==> config.mk <==
export PLATFORM = sky130hd
export DESIGN_NAME = gpu_scheduler
export DESIGN_NICKNAME = d
export VERILOG_FILES = /design/src/rtl/gpu_scheduler.sv
export SDC_FILE = /design/constraint.sdc
export NUM_CORES = 1
export LEC_CHECK = 0
export BUFFER_PORTS_ARGS = -buffer_cell sky130_fd_sc_hd__buf_2
export CORE_AREA = 2 2 125 127
export DETAILED_ROUTE_END_ITERATION = 12
export DIE_AREA = 0 0 127 129
export PLACE_DENSITY = 0.81
export SLEW_MARGIN = 5
export SYNTH_ARGS = -nofsm -noshare
export SYNTH_HDL_FRONTEND = slang
export SYNTH_SLANG_ARGS = --single-unit
==> constraint.sdc <==
create_clock -name clk -period 6.9 [get_ports clk]
set_input_delay 1.38 -clock clk [delete_from_list [all_inputs] [get_ports clk]]
set_output_delay 1.38 -clock clk [all_outputs]
set_load 0.01 [all_outputs]
==> src/rtl/gpu_scheduler.sv <==
// gpu_scheduler: frame sequencer and round-robin op arbiter for the gpu engine.
// Issues a clear op per frame, then clipped requester ops until all report last.
module gpu_scheduler #(
    parameter int   HOR_ACTIVE_PIXELS = 1920,
    parameter int   VER_ACTIVE_PIXELS = 1080,
    parameter int   NUM_REQ           = 4,
    parameter logic CLEAR_COLOR       = 1'b0
) (
    input  logic                  clk,
    input  logic                  rst,
    input  logic                  ce,
    input  logic                  frame_start,
    input  logic [NUM_REQ-1:0]    req_valid,
    input  logic [NUM_REQ*60-1:0] req_op,
    input  logic [NUM_REQ-1:0]    req_last,
    output logic [NUM_REQ-1:0]    req_ack,
    output logic [59:0]           gpu_op,
    output logic                  gpu_op_valid,
    input  logic                  gpu_op_ready,
    output logic                  busy,
    output logic                  frame_done,
    output logic                  frame_overrun
);
    localparam int IW = (NUM_REQ > 1) ? $clog2(NUM_REQ) : 1;
    localparam logic [11:0] HOR = 12'(HOR_ACTIVE_PIXELS);
    localparam logic [11:0] VER = 12'(VER_ACTIVE_PIXELS);
    localparam logic [59:0] CLEAR_OP = {22'd0, HOR[10:0], VER[10:0], CLEAR_COLOR, 15'd0};

    typedef enum logic [1:0] {IDLE, WAIT, ARB, DONE} state_t;

    state_t             state, state_d;
    logic [IW-1:0]      rr_ptr, rr_ptr_d, src, src_d;
    logic               src_clr, src_clr_d, last_q, last_d;
    logic [NUM_REQ-1:0] done_mask, done_mask_d, req_ack_d;
    logic [59:0]        gpu_op_d;
    logic               gpu_op_valid_d, busy_d, frame_done_d, frame_overrun_d;

    logic [NUM_REQ-1:0] elig;
    logic               found, sel_last, drop, all_done;
    logic [IW-1:0]      gnt, cand;
    logic [59:0]        sel_op, clip_op;
    logic [11:0]        x, y, w, h, rem_w, rem_h;

    // An ack still visible means that requester has not yet advanced its op.
    assign elig     = req_valid & ~done_mask & ~req_ack;
    assign all_done = &done_mask;

    always_comb begin
        found = 1'b0;
        gnt   = rr_ptr;
        cand  = rr_ptr;
        for (int i = 1; i <= NUM_REQ; i++) begin
            cand = IW'((int'(rr_ptr) + i) % NUM_REQ);
            if (!found && elig[cand]) begin
                found = 1'b1;
                gnt   = cand;
            end
        end
    end

    assign sel_op   = req_op[int'(gnt)*60 +: 60];
    assign sel_last = req_last[gnt];
    assign x        = {1'b0, sel_op[59:49]};
    assign y        = {1'b0, sel_op[48:38]};
    assign w        = {1'b0, sel_op[37:27]};
    assign h        = {1'b0, sel_op[26:16]};
    assign rem_w    = HOR - x;
    assign rem_h    = VER - y;
    assign drop     = (x >= HOR) || (y >= VER) || (w == 12'd0) || (h == 12'd0);
    assign clip_op  = {sel_op[59:38],
                       (w > rem_w) ? rem_w[10:0] : w[10:0],
                       (h > rem_h) ? rem_h[10:0] : h[10:0],
                       sel_op[15:0]};

    always_ff @(posedge clk) begin
        if (rst) begin
            state         <= IDLE;
            rr_ptr        <= IW'(NUM_REQ - 1);
            src           <= '0;
            src_clr       <= 1'b0;
            last_q        <= 1'b0;
            done_mask     <= '0;
            req_ack       <= '0;
            gpu_op        <= '0;
            gpu_op_valid  <= 1'b0;
            busy          <= 1'b0;
            frame_done    <= 1'b0;
            frame_overrun <= 1'b0;
        end else if (ce) begin
            state         <= state_d;
            rr_ptr        <= rr_ptr_d;
            src           <= src_d;
            src_clr       <= src_clr_d;
            last_q        <= last_d;
            done_mask     <= done_mask_d;
            req_ack       <= req_ack_d;
            gpu_op        <= gpu_op_d;
            gpu_op_valid  <= gpu_op_valid_d;
            busy          <= busy_d;
            frame_done    <= frame_done_d;
            frame_overrun <= frame_overrun_d;
        end
    end

    always_comb begin
        state_d = state;
        unique case (state)
            IDLE: if (frame_start) state_d = WAIT;
            WAIT: if (gpu_op_ready) state_d = ARB;
            ARB: begin
                if (all_done) state_d = DONE;
                else if (found && !drop) state_d = WAIT;
            end
            DONE: state_d = IDLE;
            default: state_d = IDLE;
        endcase
    end

    always_comb begin
        rr_ptr_d        = rr_ptr;
        src_d           = src;
        src_clr_d       = src_clr;
        last_d          = last_q;
        done_mask_d     = done_mask;
        gpu_op_d        = gpu_op;
        busy_d          = busy;
        req_ack_d       = '0;
        gpu_op_valid_d  = 1'b0;
        frame_done_d    = 1'b0;
        frame_overrun_d = frame_start && (state != IDLE);
        unique case (state)
            IDLE: begin
                if (frame_start) begin
                    gpu_op_d       = CLEAR_OP;
                    src_clr_d      = 1'b1;
                    last_d         = 1'b0;
                    done_mask_d    = '0;
                    busy_d         = 1'b1;
                    gpu_op_valid_d = 1'b1;
                end
            end
            WAIT: begin
                if (gpu_op_ready && !src_clr) begin
                    req_ack_d[src] = 1'b1;
                    if (last_q) done_mask_d[src] = 1'b1;
                end
            end
            ARB: begin
                if (!all_done && found) begin
                    rr_ptr_d = gnt;
                    if (drop) begin
                        req_ack_d[gnt] = 1'b1;
                        if (sel_last) done_mask_d[gnt] = 1'b1;
                    end else begin
                        gpu_op_d       = clip_op;
                        last_d         = sel_last;
                        src_d          = gnt;
                        src_clr_d      = 1'b0;
                        gpu_op_valid_d = 1'b1;
                    end
                end
            end
            DONE: begin
                frame_done_d = 1'b1;
                busy_d       = 1'b0;
            end
            default: ;
        endcase
    end
endmodule
Word-level counts from Yosys, hierarchy flattened
Index checks and enable logic that the tools add are counted.
- bits of input ports: 253
- register bits: 80
- bitwise gates (word level): 7
- shift-type cells: 1
- multiplexer cells: 58
- equal/unequal tests: 12
- $add $sub $neg: 6
- $lt $le $gt $ge: 12
- reductions and logical operators: 32
- $mul: 1
- operators by type and width (kind ; count):
    240-bit by 9-bit indexed part select with 60-bit output ; 1
    60-bit two-way mux ; 3
    60-bit one-hot mux with 2 select lines ; 1
    4-bit two-way mux ; 9
    11-bit by 12-bit > comparator with 1-bit output ; 2
    12-bit zero test ; 2
    11-bit by 11-bit subtractor with 12-bit output, first input constant ; 2
    11-bit greater-or-equal comparator, second input constant ; 2
    11-bit two-way mux ; 2
    1-bit two-way mux ; 21
    2-bit by 3-bit less-than comparator with 1-bit output, second input constant ; 6
    2-bit two-way mux ; 8
    2-bit != test, second input constant ; 8
    4-bit one-hot mux with 3 select lines ; 1
    4-bit AND reduction ; 3
    1-bit binary-select mux with 2-bit select ; 5
    1-bit logical AND ; 9
    4-bit AND ; 2
    4-bit inverter ; 2
    4-bit bitwise OR ; 2
    1-bit one-hot mux with 2 select lines ; 4
    2-bit one-hot mux with 4 select lines ; 1
    4-bit one-hot mux with 2 select lines ; 1
    8-bit AND reduction ; 1
    other kinds (16) ; 31

Logic depth before layout (Yosys ltp)
- depth after elaboration: 26
- mapped depth: 25
- depth with buffers taken out: 20

Worst setup path after synthesis
Ideal clock, no wire load.
- path kind: input to register
- from: in req_valid[3]
- to: reg gpu_op[30]
- required time: 6.830 ns
- buffers on the path: 5
- arrival time: 5.926 ns
- stages: 22
- slack: 0.904 ns
- cells stage by stage: or3b_1 > o21ai_0 > o21a_1 > buf_2 > buf_4 > buf_4 > buf_4 > buf_4 > mux2i_1 > mux2_2 > ha_1 > nor2b_1 > a2111oi_1 > xnor2_1 > ha_1 > nand3_1 > o21ai_0 > o31a_1 > nand2_1 > a21oi_2 > mux2_2 > o2bb2ai_1
- longest elaborated chain between the ends: 22
- elaborated cells between the ends (all ways): 43
- ends and longest elaborated chain (item ; line ; RTL):
    start, declared ; 13 ; input logic [NUM_REQ-1:0] req_valid,
    4-bit AND * (2 in series) ; 45 ; assign elig = req_valid & ~done_mask & ~req_ack;
    1-bit binary-select mux with 2-bit select ; 54 ; if (!found && elig[cand]) begin
    1-bit two-way mux (not written as such) ; 54 ;
    1-bit two-way mux ; 54 ;
    1-bit zero test ; 54 ;
    1-bit logical AND ; 54 ;
    1-bit two-way mux ; 54 ;
    1-bit zero test ; 54 ;
    [... 5 more ...] ; - ;
    2-bit by 4-bit multiplier with 6-bit output ; 61 ; assign sel_op = req_op[int'(gnt)*60 +: 60];
    240-bit by 9-bit indexed part select with 60-bit output ; 61 ;
    11-bit by 11-bit subtractor with 12-bit output or 11-bit greater-or-equal comparator (tied branches) ; 67, 69 ;
    11-bit by 12-bit > comparator with 1-bit output or 1-bit logical OR (tied branches) ; 71, 69 ;
    11-bit two-way mux or 1-bit logical OR (tied branches) ; 71, 69 ;
    60-bit two-way mux or 1-bit logical OR (tied branches) ; 151, 69 ;
    60-bit two-way mux or 2-bit != test (tied branches) ; - ;
    60-bit one-hot mux with 2 select lines or 5-bit AND reduction (tied branches) ; - ;
    end signal, assigned ; 97 ; gpu_op <= gpu_op_d;
    end, declared ; 17 ; output logic [59:0] gpu_op,
Every way passes the cells marked *; elsewhere a longest branch is shown, timed or not. The select of a mux whose other input is x is not followed.
A chain may end at the register's enable or synchronous reset.

Final worst setup path
- from: in req_valid[3]
- to: reg gpu_op[21]
- longest elaborated chain between the ends: 22
- elaborated cells between the ends (all ways): 43
- ends and longest elaborated chain (item ; line):
    4-bit AND * (2 in series) ; 45
    1-bit binary-select mux with 2-bit select ; 54
    1-bit two-way mux (not written as such) ; 54
    1-bit two-way mux ; 54
    1-bit zero test ; 54
    1-bit logical AND ; 54
    1-bit two-way mux ; 54
    1-bit zero test ; 54
    [... 5 more ...] ; -
    2-bit by 4-bit multiplier with 6-bit output ; 61
    240-bit by 9-bit indexed part select with 60-bit output ; 61
    11-bit by 11-bit subtractor with 12-bit output or 11-bit greater-or-equal comparator (tied branches) ; 68, 69
    11-bit by 12-bit > comparator with 1-bit output or 1-bit logical OR (tied branches) ; 72, 69
    11-bit two-way mux or 1-bit logical OR (tied branches) ; 72, 69
    60-bit two-way mux or 1-bit logical OR (tied branches) ; 151, 69
    60-bit two-way mux or 2-bit != test (tied branches) ; -
    60-bit one-hot mux with 2 select lines or 5-bit AND reduction (tied branches) ; -
Marked as above.

==> run metrics <==
status completed; Congestion Overflow GR 0; max-cap violations 0; non-filler cells, final roughly 1300; post-cts sizing count 0; largest net degree at the start of global routing 48; dpl hpwl ~19000 um; crit start category input port; library cells used by synthesis 79; number of global-route vias before repair 7111; Req. time, crit path 7.14 ns; gr usage total around 29%; multiplexer area fraction after synthesis 11.14%; Seq/Total Area, Yosys 23.84%; clock latency on the worst-skew pair approximately 0.34 ns; die height ~130 um; Comb power frac 56.7%; total CTS buffers 9; PnR Total Power 2.367 mW; clock group share of total power 22.1%; Final Wtd Congestion 1.022; Crit Reg-Reg Startpoint done_mask[3]$_SDFFE_PP0P_; remaining antenna violation count 0; fraction of layout cells with a size suffix above 1 38.09%; area grow syn2layout 29.78%; clk sinks 80; design area 0.008720 mm^2; worst reg2reg path endpoint gpu_op[21]$_SDFFE_PP0P_; Tightest Pin Transition 1.201 ns; H-tree depth 3; worst rel slew slack about a fifth; Synth Area in Adders 5.214%; post-layout util 58.22%; Power per Cell Area 271.5 mW/mm^2; Total Wirelength 24010 um; placed cells ~1300; pre-CTS WS 0.4247 ns; CP Capture Type register; peak supply drop 0.1594 mV; NetSw 1.023 mW; chip width 127 um; Syn Nets ~1100; setup violators final 0; DR pass1 iterations 6; WHS Endpoint gpu_op[15]$_SDFFE_PP0P_; compound-cell area share of the yosys netlist 30.11%; xor/xnor share of the synthesized area roughly 2.2%; skew final between 0.007 and 0.008 ns; EDFF count, synth 0; Vias approximately 7500; first-pass GRT wire length between 30000 and 40000 um; Hold Fails Final Rpt 0; hold-fix buffers at CTS 0; Pint between 1 and 1.5 mW; Vias per Instance between 5 and 6; number of synthesized register bits 80; maximum clock path buffer count 2; Routed WL per cell 18.64 um; Core Box Area about 0.015 mm^2; syn_area_per_cell 8.388 um^2; num rows 45; post-CTS setup buffers 0; ant diodes 0; maximum net fanout on the critical path 34; simple-gate portion of the synthesized area 20.61%; final worst-path cycle share 89.02%; DRC Markers 0; Flop pwr share about a fifth; fin nets 1376; hold crit path type reg2reg; hold path depth 1; FF-to-FF path depth 17; max-slew violations 0; Clock transition at path regs 0.06 ns; worst min-delay path startpoint gpu_op[15]$_SDFFE_PP0P_; R2R Setup Slk 1.49 ns; critical path class in2reg; switch share 43.22%; RSZ-0062 raised after global routing false; clk root buf clkbuf_16; filler cell count 1340; TNS Setup 0 ns; CTS tree yes; ys async rst share 0%; Leak about 4.1 nW; PnR worst setup slack 0.7578 ns; die area around 0.016 mm^2; Tmin final 6.142 ns; initial antenna violation count 0; I/O pins around 320; final hold slack approximately 0.46 ns; synthesized area 0.006719 mm^2; largest family of logic cells by synthesized area compound AO/OA/AOI/OAI gates; placed cell areas 0.008397 mm^2; Ys Warns 0; initial core utilization 44.86%; highest clock rate about 160 MHz; initial DRC count 670; post-synthesis cell count 801; Critical Path AT approximately 6.4 ns; PortBufs 320; Main synth FF type dfxtp_1
==> state kept, by name, summed over array words and instances, names as in the netlist <==
name           count
gpu_op            60
src_clr            1
busy               1
frame_done         1
done_mask          4
gpu_op_valid       1
req_ack            4
rr_ptr             2
src                2
frame_overrun      1
state              2
last_q             1
==> worst max-delay path, stage by stage <==
cell      delay [ns]
buf_2           0.09
or3b_1          0.38
o21ai_0         0.44
o21a_4          0.52
a221oi_1        0.12
or2_2           0.35
ha_1            0.24
a2111o_1        0.44
xor2_1          0.20
ha_1            0.30
nor2b_1         0.13
o21ai_0         0.14
a21oi_1         0.13
o311a_1         0.35
a31oi_2         0.63
nand2_1         0.14
o21a_1          0.14
a221oi_1        0.24
==> routing by layer <==
layer,GRT usage (%),wire length (um),vias to the layer above
met5,0,0,-
met4,9.114,566,0
met3,7.277,2396,42
met2,47.60,11180,385
met1,36.87,9863,3482
li1,-,-,3593
==> synthesized netlist by cell type (14+ instances only) <==
cell type,n,area [um^2]
a21oi_1,67,335.3
nand3_1,14,70.07
o2bb2ai_2,20,300.3
dfxtp_1,80,1602
o2bb2ai_1,23,201.4
ha_1,28,350.3
mux2i_1,41,410.4
nor2_1,47,176.4
clkbuf_1,23,86.33
a32o_1,14,140.1
a31oi_1,16,100.1
and2_1,16,100.1
inv_1,35,131.4
nand2_1,130,488.0
==> logic make-up (layout without fill, tap and decap cells) <==
kind of cell,after synthesis,in the layout
buf+inv,91,390
compound gates,251,251
mux,60,60
simple gates,274,274
flops,80,80
fa+ha+maj,28,28
xor+xnor,17,17
==> worst max-delay path by stage <==
stage	from	to	slack (ns)
4_1_cts	req_valid[3]	gpu_op[30]$_SDFFE_PP0P_	0.80
3_3_place_gp	req_valid[3]	gpu_op[16]$_SDFFE_PP0P_	0.58
6_report	req_valid[3]	gpu_op[21]$_SDFFE_PP0P_	0.76
2_1_floorplan	req_valid[3]	gpu_op[30]$_SDFFE_PP0P_	0.90
3_5_place_dp	req_valid[3]	gpu_op[30]$_SDFFE_PP0P_	0.42
5_1_grt	req_valid[3]	gpu_op[30]$_SDFFE_PP0P_	0.31
==> power by group through the flow <==
stage / combinational [mW] / clock (mW) / sequential, mW
CTS: 1.33 / 0.531 / 0.500
floorplan: 0.990 / 0 / 0.514
global route: 1.48 / 0.548 / 0.503
global placement: 1.30 / 0 / 0.510
finish: 1.34 / 0.524 / 0.501
detailed placement: 1.32 / 0 / 0.510
==> final cells by class <==
class	instances	area [um^2]	area share [%]
clock buffers	10	229.0	2.626
clock inverters	6	93.84	1.076
flip-flops and latches	80	1602	18.37
multi-input cells	630	4684	53.72
repair buffers	339	1744	20.00
inverters	35	131.4	1.507
well taps	188	235.2	2.698
==> cell usage in the layout, fill, tap and decap left out, types with 5 or more instances in the layout <==
master     count
ha_1          28
o211ai_1       7
buf_2        320
a32o_1        14
nor2_1        47
o2bb2ai_2     20
mux2i_1       41
inv_1         35
o21ai_0        9
xnor2_1       13
nand3_1       13
mux2_2         8
buf_4         19
a211o_1        6
a221o_1       10
nor3_1         7
nand2_1      130
nor4_1         6
a31oi_1       16
a22oi_1        7
o21a_1        11
nand4_1        9
mux4_2        11
o21bai_1       6
nor3b_1        7
nor2b_1        5
a21oi_1       67
dfxtp_1       80
and2_1        16
clkbuf_16      9
a221oi_1       9
o2bb2ai_1     23
(Power assumes the default switching activity.)
